`src/rtl/mem_bus_arbiter_if.sv`:
```
// Bus bundle for mem_bus_arbiter: fetch port, load/store port, shared memory
// bus and grant flags. The master modport is the arbiter's view; the slave
// modport is the view of everything around it (cpu stages plus memory slave).
interface mem_bus_arbiter_if #(
  parameter int ADDR_W = 32,
  parameter int DATA_W = 32
);
  localparam int BE_W = DATA_W / 8;

  // instruction fetch port
  logic [ADDR_W-1:0] i_address;
  logic              i_read;
  logic              i_waitrequest;
  logic [DATA_W-1:0] i_readdata;

  // load/store port
  logic [ADDR_W-1:0] d_address;
  logic              d_read;
  logic              d_write;
  logic [DATA_W-1:0] d_writedata;
  logic [BE_W-1:0]   d_byteenable;
  logic              d_waitrequest;
  logic [DATA_W-1:0] d_readdata;

  // shared memory bus
  logic [ADDR_W-1:0] address;
  logic              read;
  logic              write;
  logic [DATA_W-1:0] writedata;
  logic [BE_W-1:0]   byteenable;
  logic              waitrequest;
  logic [DATA_W-1:0] readdata;

  // ownership flags
  logic              grant_i;
  logic              grant_d;

  modport master (
    input  i_address, i_read,
    input  d_address, d_read, d_write, d_writedata, d_byteenable,
    input  waitrequest, readdata,
    output i_waitrequest, i_readdata,
    output d_waitrequest, d_readdata,
    output address, read, write, writedata, byteenable,
    output grant_i, grant_d
  );

  modport slave (
    output i_address, i_read,
    output d_address, d_read, d_write, d_writedata, d_byteenable,
    output waitrequest, readdata,
    input  i_waitrequest, i_readdata,
    input  d_waitrequest, d_readdata,
    input  address, read, write, writedata, byteenable,
    input  grant_i, grant_d
  );
endinterface

```
`src/rtl/mem_bus_arbiter.sv`:
```
// Two-requester arbiter for the CPU's single Avalon-style memory port.
// Fetch (i) and load/store (d) compete; a registered owner state selects
// which requester drives the bus. Ties go to DATA_FIRST's choice unless
// the fetch port has lost STARVE_LIMIT arbitrations in a row.
module mem_bus_arbiter #(
  parameter int ADDR_W       = 32,
  parameter int DATA_W       = 32,
  parameter int STARVE_LIMIT = 4,
  parameter int DATA_FIRST   = 1
) (
  input  logic            clk,
  input  logic            reset,
  mem_bus_arbiter_if.master bus
);
  localparam int CNT_W = (STARVE_LIMIT < 1) ? 1 : $clog2(STARVE_LIMIT + 1);
  localparam logic [CNT_W-1:0] CNT_MAX = CNT_W'(STARVE_LIMIT);

  typedef enum logic [1:0] {IDLE, OWN_I, OWN_D} state_t;

  state_t            state, state_nx;
  logic [CNT_W-1:0]  starve_cnt, starve_nx;
  logic [DATA_W-1:0] i_hold, d_hold;
  logic [ADDR_W-1:0] addr_mux;
  logic              i_req, d_req, tie_to_i;

  assign i_req    = bus.i_read;
  assign d_req    = bus.d_read | bus.d_write;
  assign tie_to_i = (starve_cnt == CNT_MAX) || (DATA_FIRST == 0);
  assign bus.address = addr_mux;

  // Owner state and fetch starvation counter.
  always_ff @(posedge clk or negedge reset) begin
    if (!reset) begin
      state      <= IDLE;
      starve_cnt <= '0;
    end else begin
      state      <= state_nx;
      starve_cnt <= starve_nx;
    end
  end

  // Last completed read data per port, shown while that port is not owner.
  always_ff @(posedge clk or negedge reset) begin
    if (!reset) begin
      i_hold <= '0;
      d_hold <= '0;
    end else begin
      if (state == OWN_I && bus.i_read && !bus.waitrequest)
        i_hold <= bus.readdata;
      if (state == OWN_D && bus.d_read && !bus.d_write && !bus.waitrequest)
        d_hold <= bus.readdata;
    end
  end

  // Arbitration, completion detection and the state-selected bus mux.
  always_comb begin
    state_nx          = state;
    starve_nx         = starve_cnt;
    addr_mux          = '0;
    bus.read          = 1'b0;
    bus.write         = 1'b0;
    bus.writedata     = '0;
    bus.byteenable    = '0;
    bus.i_waitrequest = 1'b1;
    bus.d_waitrequest = 1'b1;
    bus.i_readdata    = i_hold;
    bus.d_readdata    = d_hold;
    bus.grant_i       = 1'b0;
    bus.grant_d       = 1'b0;

    unique case (state)
      IDLE: begin
        if (i_req && d_req) begin
          if (tie_to_i) begin
            state_nx  = OWN_I;
            starve_nx = '0;
          end else begin
            // d only wins while the counter is below its limit, so +1 saturates
            state_nx  = OWN_D;
            starve_nx = starve_cnt + CNT_W'(1);
          end
        end else if (i_req) begin
          state_nx  = OWN_I;
          starve_nx = '0;
        end else if (d_req) begin
          state_nx = OWN_D;
        end
      end

      OWN_I: begin
        addr_mux          = bus.i_address;
        bus.read          = bus.i_read;
        bus.byteenable    = '1;
        bus.i_waitrequest = bus.waitrequest;
        bus.i_readdata    = bus.readdata;
        bus.grant_i       = 1'b1;
        if (!i_req || !bus.waitrequest)
          state_nx = IDLE;
      end

      OWN_D: begin
        addr_mux          = bus.d_address;
        // a simultaneous read and write is treated as a write
        bus.write         = bus.d_write;
        bus.read          = bus.d_read & ~bus.d_write;
        bus.writedata     = bus.d_writedata;
        bus.byteenable    = bus.d_byteenable;
        bus.d_waitrequest = bus.waitrequest;
        bus.d_readdata    = bus.readdata;
        bus.grant_d       = 1'b1;
        if (!d_req || !bus.waitrequest)
          state_nx = IDLE;
      end

      default: state_nx = IDLE;
    endcase
  end
endmodule

```
`src/flat_wrapper.sv`:
```
// flat-port wrapper written by rule: the top's interface ports become plain ports
module mem_bus_arbiter_flat 
#(
  parameter int ADDR_W       = 32,
  parameter int DATA_W       = 32,
  parameter int STARVE_LIMIT = 4,
  parameter int DATA_FIRST   = 1
)
  (clk, reset, bus_i_address, bus_i_read, bus_d_address, bus_d_read, bus_d_write, bus_d_writedata, bus_d_byteenable, bus_waitrequest, bus_readdata, bus_i_waitrequest, bus_i_readdata, bus_d_waitrequest, bus_d_readdata, bus_address, bus_read, bus_write, bus_writedata, bus_byteenable, bus_grant_i, bus_grant_d);
  mem_bus_arbiter_if #(.ADDR_W(ADDR_W), .DATA_W(DATA_W)) bus_i ();
  input  logic clk;
  input  logic reset;
  input wire logic [$bits(bus_i.i_address)-1:0] bus_i_address;
  input wire logic [$bits(bus_i.i_read)-1:0] bus_i_read;
  input wire logic [$bits(bus_i.d_address)-1:0] bus_d_address;
  input wire logic [$bits(bus_i.d_read)-1:0] bus_d_read;
  input wire logic [$bits(bus_i.d_write)-1:0] bus_d_write;
  input wire logic [$bits(bus_i.d_writedata)-1:0] bus_d_writedata;
  input wire logic [$bits(bus_i.d_byteenable)-1:0] bus_d_byteenable;
  input wire logic [$bits(bus_i.waitrequest)-1:0] bus_waitrequest;
  input wire logic [$bits(bus_i.readdata)-1:0] bus_readdata;
  output wire logic [$bits(bus_i.i_waitrequest)-1:0] bus_i_waitrequest;
  output wire logic [$bits(bus_i.i_readdata)-1:0] bus_i_readdata;
  output wire logic [$bits(bus_i.d_waitrequest)-1:0] bus_d_waitrequest;
  output wire logic [$bits(bus_i.d_readdata)-1:0] bus_d_readdata;
  output wire logic [$bits(bus_i.address)-1:0] bus_address;
  output wire logic [$bits(bus_i.read)-1:0] bus_read;
  output wire logic [$bits(bus_i.write)-1:0] bus_write;
  output wire logic [$bits(bus_i.writedata)-1:0] bus_writedata;
  output wire logic [$bits(bus_i.byteenable)-1:0] bus_byteenable;
  output wire logic [$bits(bus_i.grant_i)-1:0] bus_grant_i;
  output wire logic [$bits(bus_i.grant_d)-1:0] bus_grant_d;
  assign bus_i.i_address = bus_i_address;
  assign bus_i.i_read = bus_i_read;
  assign bus_i.d_address = bus_d_address;
  assign bus_i.d_read = bus_d_read;
  assign bus_i.d_write = bus_d_write;
  assign bus_i.d_writedata = bus_d_writedata;
  assign bus_i.d_byteenable = bus_d_byteenable;
  assign bus_i.waitrequest = bus_waitrequest;
  assign bus_i.readdata = bus_readdata;
  assign bus_i_waitrequest = bus_i.i_waitrequest;
  assign bus_i_readdata = bus_i.i_readdata;
  assign bus_d_waitrequest = bus_i.d_waitrequest;
  assign bus_d_readdata = bus_i.d_readdata;
  assign bus_address = bus_i.address;
  assign bus_read = bus_i.read;
  assign bus_write = bus_i.write;
  assign bus_writedata = bus_i.writedata;
  assign bus_byteenable = bus_i.byteenable;
  assign bus_grant_i = bus_i.grant_i;
  assign bus_grant_d = bus_i.grant_d;
  mem_bus_arbiter #(.ADDR_W(ADDR_W), .DATA_W(DATA_W), .STARVE_LIMIT(STARVE_LIMIT), .DATA_FIRST(DATA_FIRST)) u_core (.clk(clk), .reset(reset), .bus(bus_i));
endmodule
```
`config.mk`:
```
export PLATFORM = sky130hd
export DESIGN_NAME = mem_bus_arbiter_flat
export DESIGN_NICKNAME = d
export VERILOG_FILES = /design/src/rtl/mem_bus_arbiter_if.sv /design/src/rtl/mem_bus_arbiter.sv /design/src/flat_wrapper.sv
export SDC_FILE = /design/constraint.sdc
export NUM_CORES = 1
export LEC_CHECK = 0
export BUFFER_PORTS_ARGS = -buffer_cell sky130_fd_sc_hd__buf_4
export CORE_AREA = 3 3 107 109
export DETAILED_ROUTE_END_ITERATION = 8
export DIE_AREA = 0 0 110 112
export PLACE_DENSITY_LB_ADDON = 0.12
export SYNTH_ARGS = -nofsm -noshare
export SYNTH_HDL_FRONTEND = slang
export SYNTH_SLANG_ARGS = --single-unit
```
`constraint.sdc`:
```
create_clock -name clk -period 2.6 [get_ports clk]
set_input_delay 0 -clock clk [delete_from_list [all_inputs] [get_ports clk]]
set_output_delay 0 -clock clk [all_outputs]
set_load 0.1 [all_outputs]
```
==> Yosys cells after proc, flatten, opt, wreduce, memory -nomap -nowiden <==
Index checks and enable logic that the tools add are counted.
{ "totals": {"in_bits": 138, "ff_bits": 69, "word_cells": 51, "output_inout_bits": 138} }
{ "classes": {"add_sub_neg": 1, "n_reduce_logical": 16, "n_eq_ne": 6, "bitwise_logic": 3, "n_mux": 21} }
{ "ops": {"columns": ["op", "count"], "rows": [
  ["32-bit 2-to-1 mux", 3],
  ["32-bit case mux with 2 select lines", 1],
  ["2-bit 2-to-1 mux", 6],
  ["3-bit 2-to-1 mux", 3],
  ["4-bit case mux with 2 select lines", 1],
  ["1-bit logical AND", 6],
  ["2-bit case mux with 3 select lines", 1],
  ["1-bit 2-to-1 mux", 5],
  ["1-bit logical NOT", 4],
  ["2-bit != test, second input constant", 2],
  ["4-bit by 2-bit != test with 1-bit output, second input constant", 1],
  ["3-bit by 1-bit adder with 3-bit output, second input constant", 1],
  ["3-bit == test, second input constant", 1],
  ["3-bit AND reduction", 1],
  ["2-bit by 1-bit == test with 1-bit output, second input constant", 1],
  ["2-bit == test, second input constant", 1],
  ["2-bit logical NOT", 1],
  ["1-bit logical OR", 2],
  ["1-bit case mux with 2 select lines", 1],
  ["2-bit AND reduction", 1],
  ["2-bit nonzero test", 1],
  ["1-bit AND", 1],
  ["1-bit NOT", 1],
  ["1-bit OR", 1]
]} }

==> Logic depth before layout (Yosys ltp) <==
{ "logic_depth": {"ltp_word": 5, "ltp_mapped": 8} }

==> Least setup slack after synthesis <==
Ideal clock, no wire load.
{ "synth_timing": {"path_type": "reg-to-output", "from": "register u_core.state[1]", "to": "output bus_read", "required_ns": 2.600, "slack_ns": -1.164, "arrival_ns": 3.764, "path_stages_with_launch": 6, "cell_sequence": "dfrtp_1 inv_1 ha_1 buf_4 nand2_1 a21boi_0"} }
{ "synth_between": {"elab_chain_len": 2, "word_cells_on_any_way": 3, "classes_between": "eq/ne: 2; mux: 1"} }
{ "synth_rtl": {"columns": ["item", "line", "source"], "rows": [
  ["start, declared", "mem_bus_arbiter.sv:20", "state_t state, state_nx;"],
  ["start signal, assigned", "mem_bus_arbiter.sv:37", "state <= state_nx;"],
  ["2-bit == test or 2-bit by 1-bit == test with 1-bit output (tied branches)", "mem_bus_arbiter.sv:71", "unique case (state)"],
  ["1-bit case mux with 2 select lines (*)", "mem_bus_arbiter.sv:71", null],
  ["end, declared", "flat_wrapper.sv:27", "output wire logic [$bits(bus_i.read)-1:0] bus_read;"]
]} }
Mark *: on every way between the ends. The rest lies on a longest branch, timed or not.

==> Worst setup path in the final report <==
{ "layout_timing": {"from": "register u_core.state[1]", "to": "output bus_address[9]"} }
{ "layout_between": {"elab_chain_len": 2, "word_cells_on_any_way": 3, "classes_between": "eq/ne: 2; mux: 1"} }
{ "layout_rtl": {"columns": ["item", "line", "source"], "rows": [
  ["2-bit == test or 2-bit by 1-bit == test with 1-bit output (tied branches)", "mem_bus_arbiter.sv:71", null],
  ["32-bit case mux with 2 select lines (*)", "mem_bus_arbiter.sv:71", null],
  ["end, declared", "flat_wrapper.sv:26", "output wire logic [$bits(bus_i.address)-1:0] bus_address;"]
]} }
Marked as above.

==> results.toml <==
[critical_path]
critPathLaunch = "u_core.state[1]$_DFFE_PN0P_"
ff2ff_setup_slack_ps = 460
cp-endpoint = "bus_address[9]"
cp.arrival_ps = 2410
critical_path_required_ps = 2600
worst-setup-path-type = "reg -> out"
rr_startpoint = "u_core.state[1]$_DFFE_PN0P_"
crit_path_end_kind = "output pin"
critPathLaunchType = "flip-flop"
rr_worst_depth = 5
critical_path.reg2reg.endpoint = "u_core.i_hold[5]$_DFFE_PN0P_"
critical_path_peak_fanout = 71

[placed_design]
place_inst = 762
dpl.hpwl_um = 11300
gp_congestion = 0.963
place.port_buffers = 275

[synthesis]
ys_seq_area_share_pct = 39.3
post-synth-top-area-fraction_pct = 39.3
ys.flop_type = "sky130_fd_sc_hd__dfrtp_1"
post_synthesis_register_bit_count = 69
average_instance_area_after_synthesis_um2 = 11.8
post-synth-top-count-cell = "sky130_fd_sc_hd__mux2_2"
synthArstFlopShare_pct = 100
synth.cell_area_um2 = 4390
synth.top_cells.by_area = "sky130_fd_sc_hd__dfrtp_1 39%, sky130_fd_sc_hd__mux2_2 24%, sky130_fd_sc_hd__mux2_4 10%"
synth.net_count = 515
total_of_warnings_raised_by_yosys = 0
synth.distinct_cells = 29
postSynthCellCount = 371
count_of_flip_flops_with_a_built_in_enable_after_synthesis = 0
netlist.top_cell.by_area = "sky130_fd_sc_hd__dfrtp_1"
post_synth_top_cells = "94 x sky130_fd_sc_hd__mux2_2, 69 x sky130_fd_sc_hd__dfrtp_1, 36 x sky130_fd_sc_hd__nor2b_1"

[floorplan]
floorplan.rows = 38
dieArea_um2 = 12300
die_width_um = 110
initial_core_util_pct = 41.0
boundaryPins = 276
die_h_um = 112
core_area_um2 = 10700

[global_route]
grt_antenna_before_repair = 1
first_global_vias = 4261
grt_pass1_wl_um = 22800
grt_remaining_overflow = 0
grtUsageTotal_pct = 23.9
grt_max_degree = 72

[clock_network]
numCtsBuffers = 9
clock_tree_from_tritoncts = "built"
htree_levels = 3
cts.root.buffer_cell = "sky130_fd_sc_hd__clkbuf_8"
cts.sink_count = 69
cts-root-to-sink-buffers = 2
post_cts_resized = 0
worst_skew_pair_latency_ps = 330
cts.clk_slew.worst_paths_ps = 70

[timing]
final_min_period_over_clock_period_pct = 92.7
clock-skew-final_ps = 10.7
finalHoldViolations = 0
finalSetupTns_ps = 0
finalSetupViolCount = 0
slew_headroom_pct = 26.5
worstMarginPinSlew_ps = 1100
final-max-slew-violation-count = 0
grt_setup_unrepaired = "no"
period_needed_ps = 2410
max_frequency_ghz = 0.415

[routing]
detail_route.vias_per_cell = 4.95
postRouteWirelength_um = 15100
detailroute.via_count = 4023
drt-wirelength-per-cell_um = 18.6
remaining_drc_errors = 0
drtAntennaViolNets = 0
drt_first_pass_iters = 4
drt_iter0_drc = 247

[layout]
fin_nets = 810
instances_no_fill = 812
final_layout_size_suffix_gt1_share_pct = 68.6
area_growth_syn_to_layout_pct = 67.1

[worst_hold_path]
worst_hold_path_type = "in -> reg"

[job]
maximum_capacitance_violations = 0

[run_status]
outcome = "finished, final reports clean"
[how the worst min path moves through the flow]
stage	start	endpoint	slack, ps	cells after the start
5_1_grt	bus_i_read	u_core.starve_cnt[2]$_DFFE_PN0P_	40	3
6_report	bus_i_read	u_core.starve_cnt[0]$_DFFE_PN0P_	40	3
4_1_cts	bus_i_read	u_core.starve_cnt[0]$_DFFE_PN0P_	20	3
3_3_place_gp	reset	u_core.d_hold[30]$_DFFE_PN0P_	180	1
3_5_place_dp	reset	u_core.i_hold[30]$_DFFE_PN0P_	170	1
2_1_floorplan	reset	u_core.d_hold[0]$_DFFE_PN0P_	-300	0
[registers in the layout, indices dropped and copies added, names as in the netlist]
register,flops
u_core.i_hold,32
u_core.state,2
u_core.d_hold,32
u_core.starve_cnt,3
[layout by cell type, fill, tap and decap left out, types with 2 or more instances in the layout]
cell type / count
sky130_fd_sc_hd__a21oi_1: 5
sky130_fd_sc_hd__a22oi_1: 32
sky130_fd_sc_hd__and2_1: 33
sky130_fd_sc_hd__buf_4: 280
sky130_fd_sc_hd__clkbuf_1: 2
sky130_fd_sc_hd__clkbuf_8: 9
sky130_fd_sc_hd__dfrtp_1: 69
sky130_fd_sc_hd__dlygate4sd3_1: 33
sky130_fd_sc_hd__ha_1: 4
sky130_fd_sc_hd__ha_2: 2
sky130_fd_sc_hd__inv_1: 7
sky130_fd_sc_hd__mux2_1: 5
sky130_fd_sc_hd__mux2_2: 94
sky130_fd_sc_hd__mux2_4: 30
sky130_fd_sc_hd__nand2_1: 6
sky130_fd_sc_hd__nand2b_1: 2
sky130_fd_sc_hd__nand3_1: 3
sky130_fd_sc_hd__nor2b_4: 36
sky130_fd_sc_hd__o21ai_0: 3
[metrics by stage]
stage          instance area [um2]  setup WS (ps)  hold WS, ps  util [%]
3_3_place_gp                  6810            518          176      63.7
5_1_grt                       7330           29.0         38.3      68.6
2_1_floorplan                 4660           9.53         -296         -
6_report                      7330            190         40.7      68.6
4_1_cts                       7330            187         16.0      68.5
3_5_place_dp                  6810            425          168      63.7
[critical path: stages, from the launching register on]
cell	delay (ps)
sky130_fd_sc_hd__dfrtp_1	400
sky130_fd_sc_hd__inv_1	110
sky130_fd_sc_hd__ha_2	190
sky130_fd_sc_hd__buf_4	620
sky130_fd_sc_hd__a22oi_1	250
sky130_fd_sc_hd__nor2b_4	150
sky130_fd_sc_hd__buf_4	290
[layer usage]
metal  up-vias  track usage [%]  routed length [um]
li1       1908                -                   -
met4         0             11.0                 556
met3        30             5.62                1230
met2       162             39.1                7230
met1      1923             29.5                6120
met5         -                0                   0
[kinds of logic (layout without fill, tap and decap cells)]
kind of cell / Yosys count / after routing / share of synthesized area [%]
simple gates: 85 / 85 / 11.7
buf+inv: 37 / 337 / 4.25
fa+ha+maj: 6 / 6 / 1.71
mux: 130 / 130 / 35.9
flops: 69 / 69 / 39.3
other cells: 0 / 1 / 0
compound gates: 44 / 44 / 7.07
[timing repair]
item / in CTS / in global routing
setup buffers: 0 / 0
hold buffers: 33 / 0
endpoints found under the hold margin: 133 / 0
endpoints found under the setup margin: 0 / 0
[final cells by class]
class | instances | area, um2
clock inverter | 5 | 60.1
clock buffer | 11 | 131
fill | 797 | 3360
timing repair buffer | 314 | 2450
sequential | 69 | 1730
inverter | 7 | 26.3
tap | 140 | 175
multi-input combinational | 265 | 2760
antenna | 1 | 2.50
Power is left out: the tool's default activity adds up to more than one toggle a clock period on the data nets, which glitch-free logic cannot reach.
